File: src/rtl/modp_pkg.sv
// Shared constants and types for the GF(2^255 - 19) arithmetic blocks.
package modp_pkg;

  localparam int N = 255;

  // 2^255 - 19: all ones in N bits, minus 18
  localparam logic [N-1:0] P = {N{1'b1}} - 255'd18;

  typedef enum logic [1:0] {
    IDLE = 2'd0,
    RUN  = 2'd1,
    DONE = 2'd2
  } state_e;

endpackage

File: src/rtl/modp_dbl_add.sv
// Single double-and-add step: (2*acc + add_bit*a) mod P, with acc, a < P.
module modp_dbl_add
  import modp_pkg::*;
(
  input  logic [N-1:0] acc,
  input  logic [N-1:0] a,
  input  logic         add_bit,
  output logic [N-1:0] res
);

  localparam logic [N:0] P_EXT = {1'b0, P};

  logic [N:0] dbl_s;
  logic [N:0] sum_s;

  // Double then reduce once; the result stays below 2P so one subtract suffices.
  always_comb begin
    dbl_s = {acc, 1'b0};
    if (dbl_s >= P_EXT) begin
      dbl_s = dbl_s - P_EXT;
    end else begin
      dbl_s = dbl_s;
    end
    if (add_bit) begin
      sum_s = dbl_s + {1'b0, a};
    end else begin
      sum_s = dbl_s;
    end
    if (sum_s >= P_EXT) begin
      sum_s = sum_s - P_EXT;
    end else begin
      sum_s = sum_s;
    end
    res = sum_s[N-1:0];
  end

endmodule

File: src/rtl/mul_modp_seq.sv
// Sequential MSB-first interleaved modular multiplier, one multiplier bit per cycle.
module mul_modp_seq
  import modp_pkg::*;
(
  input  logic         clk,
  input  logic         rst_n,
  input  logic         in_valid,
  output logic         in_ready,
  input  logic [N-1:0] x,
  input  logic [N-1:0] y,
  output logic         out_valid,
  input  logic         out_ready,
  output logic [N-1:0] prod
);

  state_e       state_q, state_d;
  logic [N-1:0] a_q, a_d;
  logic [N-1:0] b_q, b_d;
  logic [N-1:0] acc_q, acc_d;
  logic [7:0]   cnt_q, cnt_d;
  logic [N-1:0] prod_q, prod_d;
  logic [N-1:0] step_s;

  modp_dbl_add u_step (
    .acc     (acc_q),
    .a       (a_q),
    .add_bit (b_q[cnt_q]),
    .res     (step_s)
  );

  // State and datapath registers; reset aborts any operation in flight.
  always_ff @(posedge clk or negedge rst_n) begin
    if (!rst_n) begin
      state_q <= IDLE;
      a_q     <= '0;
      b_q     <= '0;
      acc_q   <= '0;
      cnt_q   <= 8'd0;
      prod_q  <= '0;
    end else begin
      state_q <= state_d;
      a_q     <= a_d;
      b_q     <= b_d;
      acc_q   <= acc_d;
      cnt_q   <= cnt_d;
      prod_q  <= prod_d;
    end
  end

  // Next-state logic: accept in IDLE, run exactly N steps, wait for consumer in DONE.
  always_comb begin
    state_d = state_q;
    case (state_q)
      IDLE: begin
        if (in_valid) begin
          state_d = RUN;
        end else begin
          state_d = IDLE;
        end
      end
      RUN: begin
        if (cnt_q == 8'd0) begin
          state_d = DONE;
        end else begin
          state_d = RUN;
        end
      end
      DONE: begin
        if (out_ready) begin
          state_d = IDLE;
        end else begin
          state_d = DONE;
        end
      end
      default: state_d = IDLE;
    endcase
  end

  // Datapath updates: canonicalise x on accept, one double-and-add per RUN cycle.
  always_comb begin
    a_d    = a_q;
    b_d    = b_q;
    acc_d  = acc_q;
    cnt_d  = cnt_q;
    prod_d = prod_q;
    case (state_q)
      IDLE: begin
        if (in_valid) begin
          // x < 2^N < 2P, so a single conditional subtract makes it canonical
          if (x >= P) begin
            a_d = x - P;
          end else begin
            a_d = x;
          end
          b_d   = y;
          acc_d = '0;
          cnt_d = 8'(N - 1);
        end else begin
          a_d = a_q;
        end
      end
      RUN: begin
        acc_d = step_s;
        if (cnt_q == 8'd0) begin
          prod_d = step_s;
        end else begin
          cnt_d = cnt_q - 8'd1;
        end
      end
      DONE: begin
        prod_d = prod_q;
      end
      default: begin
        acc_d = '0;
      end
    endcase
  end

  // Handshake outputs decoded directly from the state register.
  always_comb begin
    in_ready  = 1'b0;
    out_valid = 1'b0;
    case (state_q)
      IDLE:    in_ready  = 1'b1;
      RUN:     in_ready  = 1'b0;
      DONE:    out_valid = 1'b1;
      default: in_ready  = 1'b0;
    endcase
  end

  assign prod = prod_q;

endmodule
File: config.mk
export PLATFORM = sky130hd
export DESIGN_NAME = mul_modp_seq
export DESIGN_NICKNAME = d
export VERILOG_FILES = /design/src/rtl/modp_pkg.sv /design/src/rtl/modp_dbl_add.sv /design/src/rtl/mul_modp_seq.sv
export SDC_FILE = /design/constraint.sdc
export NUM_CORES = 2
export LEC_CHECK = 0
export BUFFER_PORTS_ARGS = -buffer_cell sky130_fd_sc_hd__buf_2
export CORE_MARGIN = 3
export CORE_UTILIZATION = 35
export CTS_BUF_LIST = sky130_fd_sc_hd__clkbuf_8
export CTS_CLUSTER_SIZE = 10
export DETAILED_ROUTE_END_ITERATION = 10
export PLACE_DENSITY = 0.61
export SETUP_SLACK_MARGIN = 0.5
export SLEW_MARGIN = 20
export SYNTH_ARGS = -nofsm -noshare
export SYNTH_HDL_FRONTEND = slang
export SYNTH_SLANG_ARGS = --single-unit
File: constraint.sdc
create_clock -name clk -period 14.3 [get_ports clk]
set_clock_uncertainty 0.15 [all_clocks]
set_input_delay 0 -clock clk [delete_from_list [all_inputs] [get_ports clk]]
set_output_delay 0 -clock clk [all_outputs]
set_load 0.005 [all_outputs]
After elaboration in Yosys (flattened, before gate mapping). Index checks and enable logic that the tools add are counted.

Input bits: 514. Bits in registers: 1030. Logic and storage cells: 44. Output and inout port bits: 257.

Magnitude comparators: 4. Add/subtract/negate cells: 5. Reductions and logical operators: 7. Bitwise gates (word level): 1. Eq/ne operators: 4. Muxes and demuxes: 17.

Operator list (number): $mux W255 (3); $pmux W255 S3 (1); $ge A256 B255 Y1 const B (2); $mux W256 (2); $sub A255 B255 Y255 const B (2); $add A256 B255 Y256 (1); $sub A256 B255 Y256 const B (1); $ge A255 B255 Y1 const B (1); $mux W8 (2); $pmux W8 S2 (1); $lt A8 B9 Y1 const B (1); $bmux W1 S8 (1); $logic_not A8 Y1 (1); $sub A8 B1 Y8 const B (1); $pmux W2 S3 (1); $reduce_and A2 Y1 (3); $mux W1 (4); $mux W2 (2); $ne A2 B2 Y1 const B (2); $reduce_and A3 Y1 (1); $eq A2 B1 Y1 const B (1); $eq A2 B2 Y1 const B (1); $logic_not A2 Y1 (1); $reduce_bool A2 Y1 (1); $not A1 Y1 (1).

Logic depth before layout (Yosys ltp).
Word-level depth: 7. Mapped depth: 41. Gate-level depth less buffers: 28.

Cells and area by module. Synthesis repeated with hierarchy kept, for this count alone.

Cell total of the unflattened synthesis: 10339. Area, all modules: 83577.7 sq um.

Modules (own cells, without submodules): modp_dbl_add (instances 1, cells an instance 7214, area each 43508.0 sq um, seq. area each 0.0 sq um); mul_modp_seq (instances 1, cells an instance 3125, area each 40069.7 sq um, seq. area each 25774.7 sq um).

Least setup slack after synthesis. No wires, ideal clock.

Path kind: reg2reg. Start point: reg acc_q[15]. End point: reg prod_q[227] (netlist: prod[227]). Data required time: 14025 ps. Slack: 4333 ps. Path buffers: 14. Library setup time: 125 ps. Arrival: 9692 ps. Stages on the path, launching flop included: 40. Period minus slack after synthesis: 9967 ps. Cell sequence: dfrtp_1 > buf_2 > and4_1 > buf_2 > and4_1 > buf_2 > nand3_1 > nor3_1 > a21oi_1 > buf_2 > buf_2 > buf_4 > buf_2 > buf_4 > clkbuf_1 > clkbuf_1 > buf_1 > nor3_1 > (+4 left out) > or4_1 > or3_1 > o32a_1 > a31o_2 > a2111oi_0 > or3_1 > xor2_1 > a32oi_1 > or4_4 > or4b_4 > or4_4 > nor4_4 > a41oi_2 > buf_4 > buf_2 > nor4_1 > xor2_1 > mux2_2.

Longest elaborated chain between the ends: 6. Elaborated cells on any way between the ends: 8. Classes of those cells: 3 x add/sub; 2 x order compare; 3 x mux.

RTL lines: start, declared (line mul_modp_seq.sv:19) `logic [N-1:0] acc_q, acc_d;`; start signal, assigned (line mul_modp_seq.sv:37) `acc_q <= '0;`; start signal, assigned (line mul_modp_seq.sv:44) `acc_q <= acc_d;`; $sub A256 B255 Y256 / $ge A256 B255 Y1 (equally long branches) (line modp_dbl_add.sv:20, modp_dbl_add.sv:19); $mux W256 (*) (line modp_dbl_add.sv:19) `if (dbl_s >= P_EXT) begin`; $add A256 B255 Y256 (line modp_dbl_add.sv:25) `sum_s = dbl_s + {1'b0, a};`; $mux W256 (*) (line modp_dbl_add.sv:24) `if (add_bit) begin`; $sub A255 B255 Y255 / $ge A256 B255 Y1 (equally long branches) (line modp_dbl_add.sv:30, modp_dbl_add.sv:29); $mux W255 (*) (line modp_dbl_add.sv:29) `if (sum_s >= P_EXT) begin`; end signal, assigned (line mul_modp_seq.sv:46) `prod_q <= prod_d;`; end, declared (line mul_modp_seq.sv:21) `logic [N-1:0] prod_q, prod_d;`.

Mark *: on every way between the ends. The rest lies on a longest branch, timed or not. A chain may end at the register's enable or synchronous reset.

Final worst setup path.
Start point: reg acc_q[44]. End point: reg prod_q[235] (netlist: prod[235]).

The elaborated chain is that of the path after synthesis.

==> flow_summary.yaml <==
run_status:
  status: "complete, no violations"
cts:
  worstSkewPairLatency_ns: 1.06
  clockRootBuffer: "clkbuf_8"
  cts_resized: 0
  cts_sinks: 1030
  clk_pin_slew_worst_paths_ns: 0.07
  cts_buffer_depth: 4
  numCtsBuffers: 196
  htree_levels: 4
  tritoncts: "yes"
setup_path:
  cpPeakStageDelay_ns: 1.03
  cp-end-kind: "register"
  worstSetupStartpointType: "register"
  required_ns: 15.02
  slowest_stage: "nor3_2"
  crit_type: "register to register"
  crit_path_max_fanout: 38
  cp_top_family: "simple AND/OR/NAND/NOR gates"
  arrival_ns: 14.55
  crit_buf_inv: 3
finish:
  fillers: 24107
  nNetsFinal: 13855
  drive_gt1_share_pct: 15.4
  finalNonFillerCells: 16582
  mostFrequentLayoutCells: "nand2_1 (1826), dlygate4sd3_1 (1236), dfrtp_1 (1026)"
  area_growth_pct: 29.6
  layout_commonest_cell: "nand2_1"
  multi_input_comb_area_um2: 58600
  regArea_um2: 25800
yosys:
  synth_area_per_cell_um2: 7.86
  synthesis.area_um2: 87300
  synth-warning-count: 0
  synthArstFlopShare_pct: 100
  seq_area_frac_synth_pct: 29.5
  yosys.cell_types.count: 104
  synth_cells: 11113
  synth-seq-cells: 1030
  synth_edf_count: 0
  syn-num-nets: 11890
  ys.flop_type: "dfrtp_1"
timing:
  setup-tns-final_ns: 0
  final-hold-violation-count: 0
  tightest_slew_ns: 1.42
  setup_viol: 0
  rsz0062_at_grt: "no"
  period_minus_slack_ns: 13.83
  slew_violations: 0
  maxSlewHeadroom_pct: 4.68
  fmax_ghz: 0.0723
  fin_crit_sh_pct: 96.7
global_routing:
  grt_pass1_wl_mm: 882
  grt_pass1_vias: 103822
  antenna_found_initial: 82
  grt_start_max_net_pins: 152
  overflow: 0
  grt.total_usage_pct: 49.4
power:
  power_density_nw_per_um2: 282
  p_sw_mw: 19.7
  pwr-share-clk_pct: 10.1
  p_leak_nw: 46.4
  peakVddDrop_mv: 0.220
  combPwrFrac_pct: 73.6
  switching_share_pct: 61.7
  p_int_mw: 12.2
  pwr-share-seq_pct: 16.3
job:
  timing.max_cap.violations: 0
route:
  drtIter0Drc: 18436
  final_antenna_net_count: 0
  num_vias: 111586
  avgViaCountPerCell: 6.73
  drt_first_pass_iters: 7
  wirelength_mm: 661
  wl_per_cell_um: 39.9
  drc: 0
min_path:
  hp-class: "input pin to async pin"
place:
  place_inst: 14954
  place.gp.congestion: 1.14
  hpwlAfterDp_mm: 530
  io_buffers: 770
floorplan:
  num_rows: 182
  fp.dieW_um: 505
  core_area_um2: 247000
  ios: 771
  fp.dieH_um: 505
  initial_core_util_pct: 35.3
  dieArea_um2: 255000
## cells in the mapped netlist, types with 97 or more instances
cell,number,area (um2)
dfrtp_1,1030,25800
and4_1,102,893
nor3_1,354,1770
xor2_1,237,2080
and2_1,117,732
nand2_1,1827,6860
a21oi_1,677,3390
ha_1,262,3280
nand4_1,537,3360
clkbuf_1,533,2000
o31ai_1,97,728
mux2_2,194,2180
mux2i_1,103,1030
nand3_1,382,1910
nor2_1,793,2980
a22o_1,430,3770
nor4_1,316,1980
or3_1,115,719
o21ai_0,655,3280
and3_1,122,763
xnor2_1,368,3220
inv_1,190,713
## repair_timing
| item | CTS | global route |
|---|---|---|
| hold buffers | 1237 | 0 |
| hold endpoints to repair | 933 | 0 |
| buffers inserted | 0 | 0 |
## layer usage
layer  share of wire, %  vias up  global-route usage (%)
met5               0.12        -                   0.845
met4                6.7       56                    26.4
met3                 16     1579                    24.5
met2                 37     8691                    64.4
met1                 40    55611                    65.4
li1                   -    45649                       -
## worst min-delay path: cells and delay by family
kind	cells	cell delay, ns
buffers and inverters	4	1.65
## logic make-up after synthesis
| logic type | after synthesis | share of synthesized area (%) |
|---|---|---|
| buf+inv | 864 | 3.94 |
| simple gates | 5158 | 29.8 |
| flops | 1030 | 29.5 |
| compound gates | 2842 | 21.9 |
| mux | 351 | 5.08 |
| fa+ha+maj | 263 | 3.78 |
| xor+xnor | 605 | 6.07 |
## per-stage QoR
step                cell area [um2]  hold WS (ns)  setup slack (ns)  power, mW  util (%)
floorplan                     87300        -0.446              4.33       16.1         -
global placement              96400        -0.103             0.940       26.5      39.0
detailed placement            96400       -0.0975              1.27       26.3      39.0
CTS                          113000       0.00610              1.21       29.9      45.7
global route                 113000         0.101             0.529       32.3      45.8
finish                       113000        0.0734             0.468       31.9      45.8
## sequential cells by signal (all words and copies together), names as in the netlist
signal,flops
a_q,255
acc_q,255
b_q,255
cnt_q,8
prod,255
state_q,2
## power groups by stage
stage / clock, mW / sequential [mW] / combinational (mW)
6_report: 3.23 / 5.21 / 23.5
5_1_grt: 3.35 / 5.25 / 23.7
4_1_cts: 3.22 / 5.07 / 21.6
3_5_place_dp: 0 / 5.11 / 21.2
3_3_place_gp: 0 / 5.13 / 21.4
2_1_floorplan: 0 / 4.38 / 11.7
## area by class of cell
cell class,count,share of cell area (%)
clock inverter,104,0.640
antenna,44,0.0973
tap,3312,3.66
multi-input combinational,9219,51.8
clock buffer,242,2.94
sequential,1030,22.8
inverter,191,0.634
timing repair buffer,2440,17.4
## worst paths after layout
check | start | to | slack, ns | cells after the start
min reg2reg | b_q[112]$_DFFE_PN0P_ | b_q[112]$_DFFE_PN0P_ | 0.32 | 2
max reg2reg | acc_q[44]$_DFFE_PN0P_ | prod[235]$_DFFE_PN0P_ | 0.47 | 29
max | acc_q[44]$_DFFE_PN0P_ | prod[235]$_DFFE_PN0P_ | 0.47 | 29
max in group asynchronous | rst_n | b_q[0]$_DFFE_PN0P_ | 10.89 | 7
min in group clk | out_ready | state_q[1]$_DFF_PN0_ | 0.08 | 4
min | rst_n | a_q[19]$_DFFE_PN0P_ | 0.07 | 4
Note: power is estimated with default switching activity, not from simulation.
